**config.mk**
```make
export PLATFORM = sky130hd
export DESIGN_NAME = mem_port_arbiter_flat
export DESIGN_NICKNAME = d
export VERILOG_FILES = /design/src/rtl/mem_port_arbiter_if.sv /design/src/rtl/mem_port_arbiter.sv /design/src/flat_wrapper.sv
export SDC_FILE = /design/constraint.sdc
export NUM_CORES = 1
export LEC_CHECK = 0
export CAP_MARGIN = 20
export CORE_UTILIZATION = 24
export DETAILED_ROUTE_END_ITERATION = 8
export PLACE_DENSITY_LB_ADDON = 0.05
export SETUP_SLACK_MARGIN = 0.02
export SLEW_MARGIN = 40
export SYNTH_ARGS = -nofsm -noshare
export SYNTH_HDL_FRONTEND = slang
export SYNTH_SLANG_ARGS = --single-unit
```
**constraint.sdc**
```tcl
create_clock -name CLK -period 1.5 [get_ports CLK]
set_clock_uncertainty 0.05 [all_clocks]
set_input_delay 0.15 -clock CLK [delete_from_list [all_inputs] [get_ports CLK]]
set_output_delay 0.15 -clock CLK [all_outputs]
set_load 0.03 [all_outputs]
```
**src/rtl/mem_port_arbiter_if.sv**
```systemverilog
// Pipeline and memory-macro signals of the shared memory port arbiter.
// IF/MEM request channels, responses and the single memory port.
interface mem_port_arbiter_if #(
  parameter int ADDR_W = 8,
  parameter int DATA_W = 8
);
  logic              if_req;
  logic [ADDR_W-1:0] if_addr;
  logic              if_gnt;
  logic              if_rvalid;
  logic [DATA_W-1:0] if_rdata;
  logic              stall_if;
  logic              dm_req;
  logic              dm_we;
  logic [ADDR_W-1:0] dm_addr;
  logic [DATA_W-1:0] dm_wdata;
  logic              dm_gnt;
  logic              dm_rvalid;
  logic [DATA_W-1:0] dm_rdata;
  logic              mem_en;
  logic              mem_we;
  logic [ADDR_W-1:0] mem_addr;
  logic [DATA_W-1:0] mem_wdata;
  logic [DATA_W-1:0] mem_rdata;

  modport slave (
    input  if_req, if_addr,
    input  dm_req, dm_we, dm_addr, dm_wdata,
    input  mem_rdata,
    output if_gnt, if_rvalid, if_rdata, stall_if,
    output dm_gnt, dm_rvalid, dm_rdata,
    output mem_en, mem_we, mem_addr, mem_wdata
  );

  modport master (
    output if_req, if_addr,
    output dm_req, dm_we, dm_addr, dm_wdata,
    output mem_rdata,
    input  if_gnt, if_rvalid, if_rdata, stall_if,
    input  dm_gnt, dm_rvalid, dm_rdata,
    input  mem_en, mem_we, mem_addr, mem_wdata
  );
endinterface

```
**src/rtl/mem_port_arbiter.sv**
```systemverilog
// Shares one synchronous memory port between IF and MEM, DM has priority.
// Define MEM_ARB_STARVE_GUARD_EN to force an IF win after STARVE_LIMIT losses.
module mem_port_arbiter #(
  parameter int ADDR_W       = 8,
  parameter int DATA_W       = 8,
  parameter int STARVE_LIMIT = 3
) (
  input  logic               CLK,
  input  logic               RST,
  mem_port_arbiter_if.slave  bus
);

  typedef enum logic [1:0] {
    RESP_NONE = 2'd0,
    RESP_IF   = 2'd1,
    RESP_DM   = 2'd2
  } resp_e;

  resp_e             resp_q, resp_d;
  logic [DATA_W-1:0] if_hold_q, if_hold_d;
  logic [DATA_W-1:0] dm_hold_q, dm_hold_d;
  logic              if_win, dm_win;
  logic              force_if;

  if (STARVE_LIMIT < 1) begin : g_bad_limit
    $error("STARVE_LIMIT must be at least 1");
  end

`ifdef MEM_ARB_STARVE_GUARD_EN
  localparam int CNT_W = $clog2(STARVE_LIMIT + 1);
  localparam logic [CNT_W-1:0] CNT_MAX = CNT_W'(STARVE_LIMIT);

  logic [CNT_W-1:0] cnt_q, cnt_d;

  assign force_if = (cnt_q == CNT_MAX);

  // Count consecutive lost IF arbitrations; clear on IF win or idle IF
  always_comb begin
    cnt_d = cnt_q;
    if (!bus.if_req || if_win) begin
      cnt_d = '0;
    end else if (cnt_q != CNT_MAX) begin
      cnt_d = cnt_q + 1'b1;
    end
  end

  // Starvation counter register
  always_ff @(posedge CLK) begin
    if (!RST) begin
      cnt_q <= '0;
    end else begin
      cnt_q <= cnt_d;
    end
  end
`else
  assign force_if = 1'b0;
`endif

  // Pick the winner: DM first unless IF has been starved too long
  always_comb begin
    dm_win = bus.dm_req & ~(force_if & bus.if_req);
    if_win = bus.if_req & ~dm_win;
  end

  assign bus.dm_gnt   = dm_win;
  assign bus.if_gnt   = if_win;
  assign bus.stall_if = bus.if_req & ~if_win;

  // Drive the memory port from the granted requester
  always_comb begin
    bus.mem_en    = 1'b0;
    bus.mem_we    = 1'b0;
    bus.mem_addr  = {ADDR_W{1'b0}};
    bus.mem_wdata = {DATA_W{1'b0}};
    unique case (1'b1)
      dm_win: begin
        bus.mem_en    = 1'b1;
        bus.mem_we    = bus.dm_we;
        bus.mem_addr  = bus.dm_addr;
        bus.mem_wdata = bus.dm_wdata;
      end
      if_win: begin
        bus.mem_en   = 1'b1;
        bus.mem_addr = bus.if_addr;
      end
      default: ;
    endcase
  end

  // Remember who owns next cycle's read data; writes need no response
  always_comb begin
    resp_d = RESP_NONE;
    if (if_win) begin
      resp_d = RESP_IF;
    end else if (dm_win && !bus.dm_we) begin
      resp_d = RESP_DM;
    end
  end

  // Pass read data to its owner; the other side keeps its last value
  always_comb begin
    if_hold_d = if_hold_q;
    dm_hold_d = dm_hold_q;
    if (resp_q == RESP_IF) begin
      if_hold_d = bus.mem_rdata;
    end
    if (resp_q == RESP_DM) begin
      dm_hold_d = bus.mem_rdata;
    end
  end

  // Response owner and held read data registers
  always_ff @(posedge CLK) begin
    if (!RST) begin
      resp_q    <= RESP_NONE;
      if_hold_q <= {DATA_W{1'b0}};
      dm_hold_q <= {DATA_W{1'b0}};
    end else begin
      resp_q    <= resp_d;
      if_hold_q <= if_hold_d;
      dm_hold_q <= dm_hold_d;
    end
  end

  assign bus.if_rvalid = (resp_q == RESP_IF);
  assign bus.dm_rvalid = (resp_q == RESP_DM);
  assign bus.if_rdata  = if_hold_d;
  assign bus.dm_rdata  = dm_hold_d;

endmodule

```
**src/flat_wrapper.sv**
```systemverilog
// flat-port wrapper written by rule: the top's interface ports become plain ports
module mem_port_arbiter_flat 
#(
  parameter int ADDR_W       = 8,
  parameter int DATA_W       = 8,
  parameter int STARVE_LIMIT = 3
)
  (CLK, RST, bus_if_req, bus_if_addr, bus_dm_req, bus_dm_we, bus_dm_addr, bus_dm_wdata, bus_mem_rdata, bus_if_gnt, bus_if_rvalid, bus_if_rdata, bus_stall_if, bus_dm_gnt, bus_dm_rvalid, bus_dm_rdata, bus_mem_en, bus_mem_we, bus_mem_addr, bus_mem_wdata);
  mem_port_arbiter_if #(.ADDR_W(ADDR_W), .DATA_W(DATA_W)) bus_i ();
  input  logic CLK;
  input  logic RST;
  input wire logic [$bits(bus_i.if_req)-1:0] bus_if_req;
  input wire logic [$bits(bus_i.if_addr)-1:0] bus_if_addr;
  input wire logic [$bits(bus_i.dm_req)-1:0] bus_dm_req;
  input wire logic [$bits(bus_i.dm_we)-1:0] bus_dm_we;
  input wire logic [$bits(bus_i.dm_addr)-1:0] bus_dm_addr;
  input wire logic [$bits(bus_i.dm_wdata)-1:0] bus_dm_wdata;
  input wire logic [$bits(bus_i.mem_rdata)-1:0] bus_mem_rdata;
  output wire logic [$bits(bus_i.if_gnt)-1:0] bus_if_gnt;
  output wire logic [$bits(bus_i.if_rvalid)-1:0] bus_if_rvalid;
  output wire logic [$bits(bus_i.if_rdata)-1:0] bus_if_rdata;
  output wire logic [$bits(bus_i.stall_if)-1:0] bus_stall_if;
  output wire logic [$bits(bus_i.dm_gnt)-1:0] bus_dm_gnt;
  output wire logic [$bits(bus_i.dm_rvalid)-1:0] bus_dm_rvalid;
  output wire logic [$bits(bus_i.dm_rdata)-1:0] bus_dm_rdata;
  output wire logic [$bits(bus_i.mem_en)-1:0] bus_mem_en;
  output wire logic [$bits(bus_i.mem_we)-1:0] bus_mem_we;
  output wire logic [$bits(bus_i.mem_addr)-1:0] bus_mem_addr;
  output wire logic [$bits(bus_i.mem_wdata)-1:0] bus_mem_wdata;
  assign bus_i.if_req = bus_if_req;
  assign bus_i.if_addr = bus_if_addr;
  assign bus_i.dm_req = bus_dm_req;
  assign bus_i.dm_we = bus_dm_we;
  assign bus_i.dm_addr = bus_dm_addr;
  assign bus_i.dm_wdata = bus_dm_wdata;
  assign bus_i.mem_rdata = bus_mem_rdata;
  assign bus_if_gnt = bus_i.if_gnt;
  assign bus_if_rvalid = bus_i.if_rvalid;
  assign bus_if_rdata = bus_i.if_rdata;
  assign bus_stall_if = bus_i.stall_if;
  assign bus_dm_gnt = bus_i.dm_gnt;
  assign bus_dm_rvalid = bus_i.dm_rvalid;
  assign bus_dm_rdata = bus_i.dm_rdata;
  assign bus_mem_en = bus_i.mem_en;
  assign bus_mem_we = bus_i.mem_we;
  assign bus_mem_addr = bus_i.mem_addr;
  assign bus_mem_wdata = bus_i.mem_wdata;
  mem_port_arbiter #(.ADDR_W(ADDR_W), .DATA_W(DATA_W), .STARVE_LIMIT(STARVE_LIMIT)) u_core (.CLK(CLK), .RST(RST), .bus(bus_i));
endmodule
```
==> flow_metrics.tcl <==
set metrics [dict create \
    slew_viol_final 0 \
    regArea_um2 363 \
    synthesis.area_um2 1110 \
    tightestPinTransition_ps 297 \
    drv_cap 0 \
    finalSetupTns_ps -1280 \
    final_cell_count_no_fill 276 \
    syn_nets 163 \
    placed_area_um2 1860 \
    start_util_pct 25.2 \
    grt_pass1_vias 1185 \
    path_delay_family "buffers and inverters" \
    die_area_um2 4880 \
    slowest_stage "dfxtp_2" \
    grt_pass1_wl_um 5520 \
    synthMuxAreaShare_pct 31.4 \
    drive_gt1_share_pct 42.0 \
    ys_types 19 \
    grt_usage_pct 13.8 \
    cts_tree "yes" \
    leakage_nw 1.07 \
    std_cell_rows 24 \
    rsz0062_at_grt "true" \
    violations "setup timing" \
    synthAdderAreaFrac_pct 0 \
    critical_path_buf_inv_count 2 \
    root_buffer "clkbuf_8" \
    wl_per_cell_um 11.8 \
    synth-xor-area-share_pct 0 \
    final_cell_mix "nand2_1 (39), buf_4 (39), clkdlybuf4s50_1 (34)" \
    multi_input_area_um2 684 \
    die_h_um 69.9 \
    synth.avg_cell_area_um2 8.78 \
    worstSetupPathType "register to primary output" \
    hold_class "primary input to register" \
    antenna_found_initial 0 \
    vias 1194 \
    via_per_inst 4.33 \
    layout-area-overhead-vs-synth_pct 99.2 \
    fill_cells 421 \
    dp_cells 255 \
    synth-simple-area-share_pct 22.3 \
    dr.first_iter.drc_count 27 \
    antenna_left 0 \
    port_buffers 75 \
    post-route-period-util_pct 107 \
    synthCells 126 \
    crit_chain "nor2b_4 > buf_4 > mux2_2 > buf_2" \
    nets 262 \
    coreArea_um2 4380 \
    max_clock_freq_mhz 625 \
    ir_drop_v 0.000407 \
    die-width_um 69.9 \
    layout_min_cycle_time_ps 1600 \
    diodes 0 \
    setup_violations 14 \
    grt_start_max_net_pins 27 \
    relSlewSlack_pct 80.3 \
    firstDrtPassIters 4 \
    grt-ovfl-total 0 \
    postLayoutCoreUtil_pct 50.3 \
    yosysSeqAreaShare_pct 32.6 \
    startpoint_type "register" \
    path_clk_slew_ps 60 \
    max_stage_delay_ps 330 \
    cts.sinks 18 \
    fin_ws_ps -99.8 \
    required_ps 1300 \
    design_area_um2 2200 \
    io_pins 76 \
    clk_latency_ps 250 \
    wirelength_um 3270 \
    cts_buffer_depth 2 \
    status "finished with violations" \
    synth-compound-area-share_pct 3.96 \
    cp_max_fo 6 \
    drc 0 \
    p_total_mw 1.44 \
    dp_hpwl_um 2340 \
    gp_congestion 0.688 \
    cp_data_arrival_time_ps 1400 \
    ys_seq_elements 18 \
    synth_top_family_by_area "multiplexers" \
    h-tree-depth 1 \
    hold_viol 0 \
    power_density_nw_per_um2 652 \
    cts_buffers 3 \
    critPathCaptureType "primary output" \
    ys_warn_count 0 \
]
-- cells in the mapped netlist (all sizes together) --
library cell / number / area share [%]
nand2: 39 / 13
dfxtp: 18 / 33
mux2: 16 / 17
mux2i: 16 / 14
and2: 11 / 6.2
buf: 11 / 9.1
o21ai: 7 / 3.2
nor2b: 2 / 1.4
a22o: 1 / 0.79
clkbuf: 1 / 0.34
inv: 1 / 0.34
nand2b: 1 / 0.57
nor2: 1 / 0.34
or2: 1 / 0.57
-- routing by layer --
metal	part of all wire (%)	up-vias	global-route usage, %
met5	0	-	0
met4	2.1	0	3.78
met3	4.7	6	3.46
met2	51	38	24.0
met1	42	544	16.7
li1	-	606	-
-- report_power, final --
part	internal (mW)	total [mW]	switching (mW)
clock	0.233	0.390	0.157
sequential	0.495	0.505	0.00981
combinational	0.292	0.540	0.248
total	1.02	1.44	0.415
-- metrics by stage --
step                setup slack (ps)  hold WS (ps)
detailed placement              -280           405
CTS                             -139           405
global placement                -250           391
floorplan                       64.9           172
global route                    -176           412
finish                         -99.8           407
-- final timing paths --
kind                       start             endpoint  slack (ps)  cells after the start
max             u_core.resp_q[1]      bus_dm_rdata[4]        -100                      4
min                    bus_dm_we     u_core.resp_q[1]         410                      2
max reg2reg     u_core.resp_q[1]  u_core.if_hold_q[6]         270                      6
min reg2reg  u_core.dm_hold_q[4]  u_core.dm_hold_q[4]         410                      2
-- cell type report --
cell class	instances	share of cell area, %
multi-input cells	95	31.1
flip-flops and latches	18	16.5
inverters	1	0.170
clock buffers	4	2.50
repair buffers	106	46.8
well taps	52	2.95
-- what timing repair did --
item,4_1_cts,5_1_grt
buffers inserted,11,5
endpoints found under the setup margin,19,25
cloned,1,0
gates resized for setup,116,8
pin swaps,0,0
hold buffers,0,0
-- flip-flops by register name (all words and copies together) (netlist names) --
name              cells
u_core.resp_q         2
u_core.if_hold_q      8
u_core.dm_hold_q      8
-- cells by family (layout without fill, tap and decap cells) --
logic type | after synthesis | after routing
muxes | 32 | 32
DFF | 18 | 18
buffers and inverters | 13 | 111
AOI/OAI and AO/OA | 8 | 8
and+or+nand+nor | 55 | 55
Note: power is estimated with default switching activity, not from simulation.
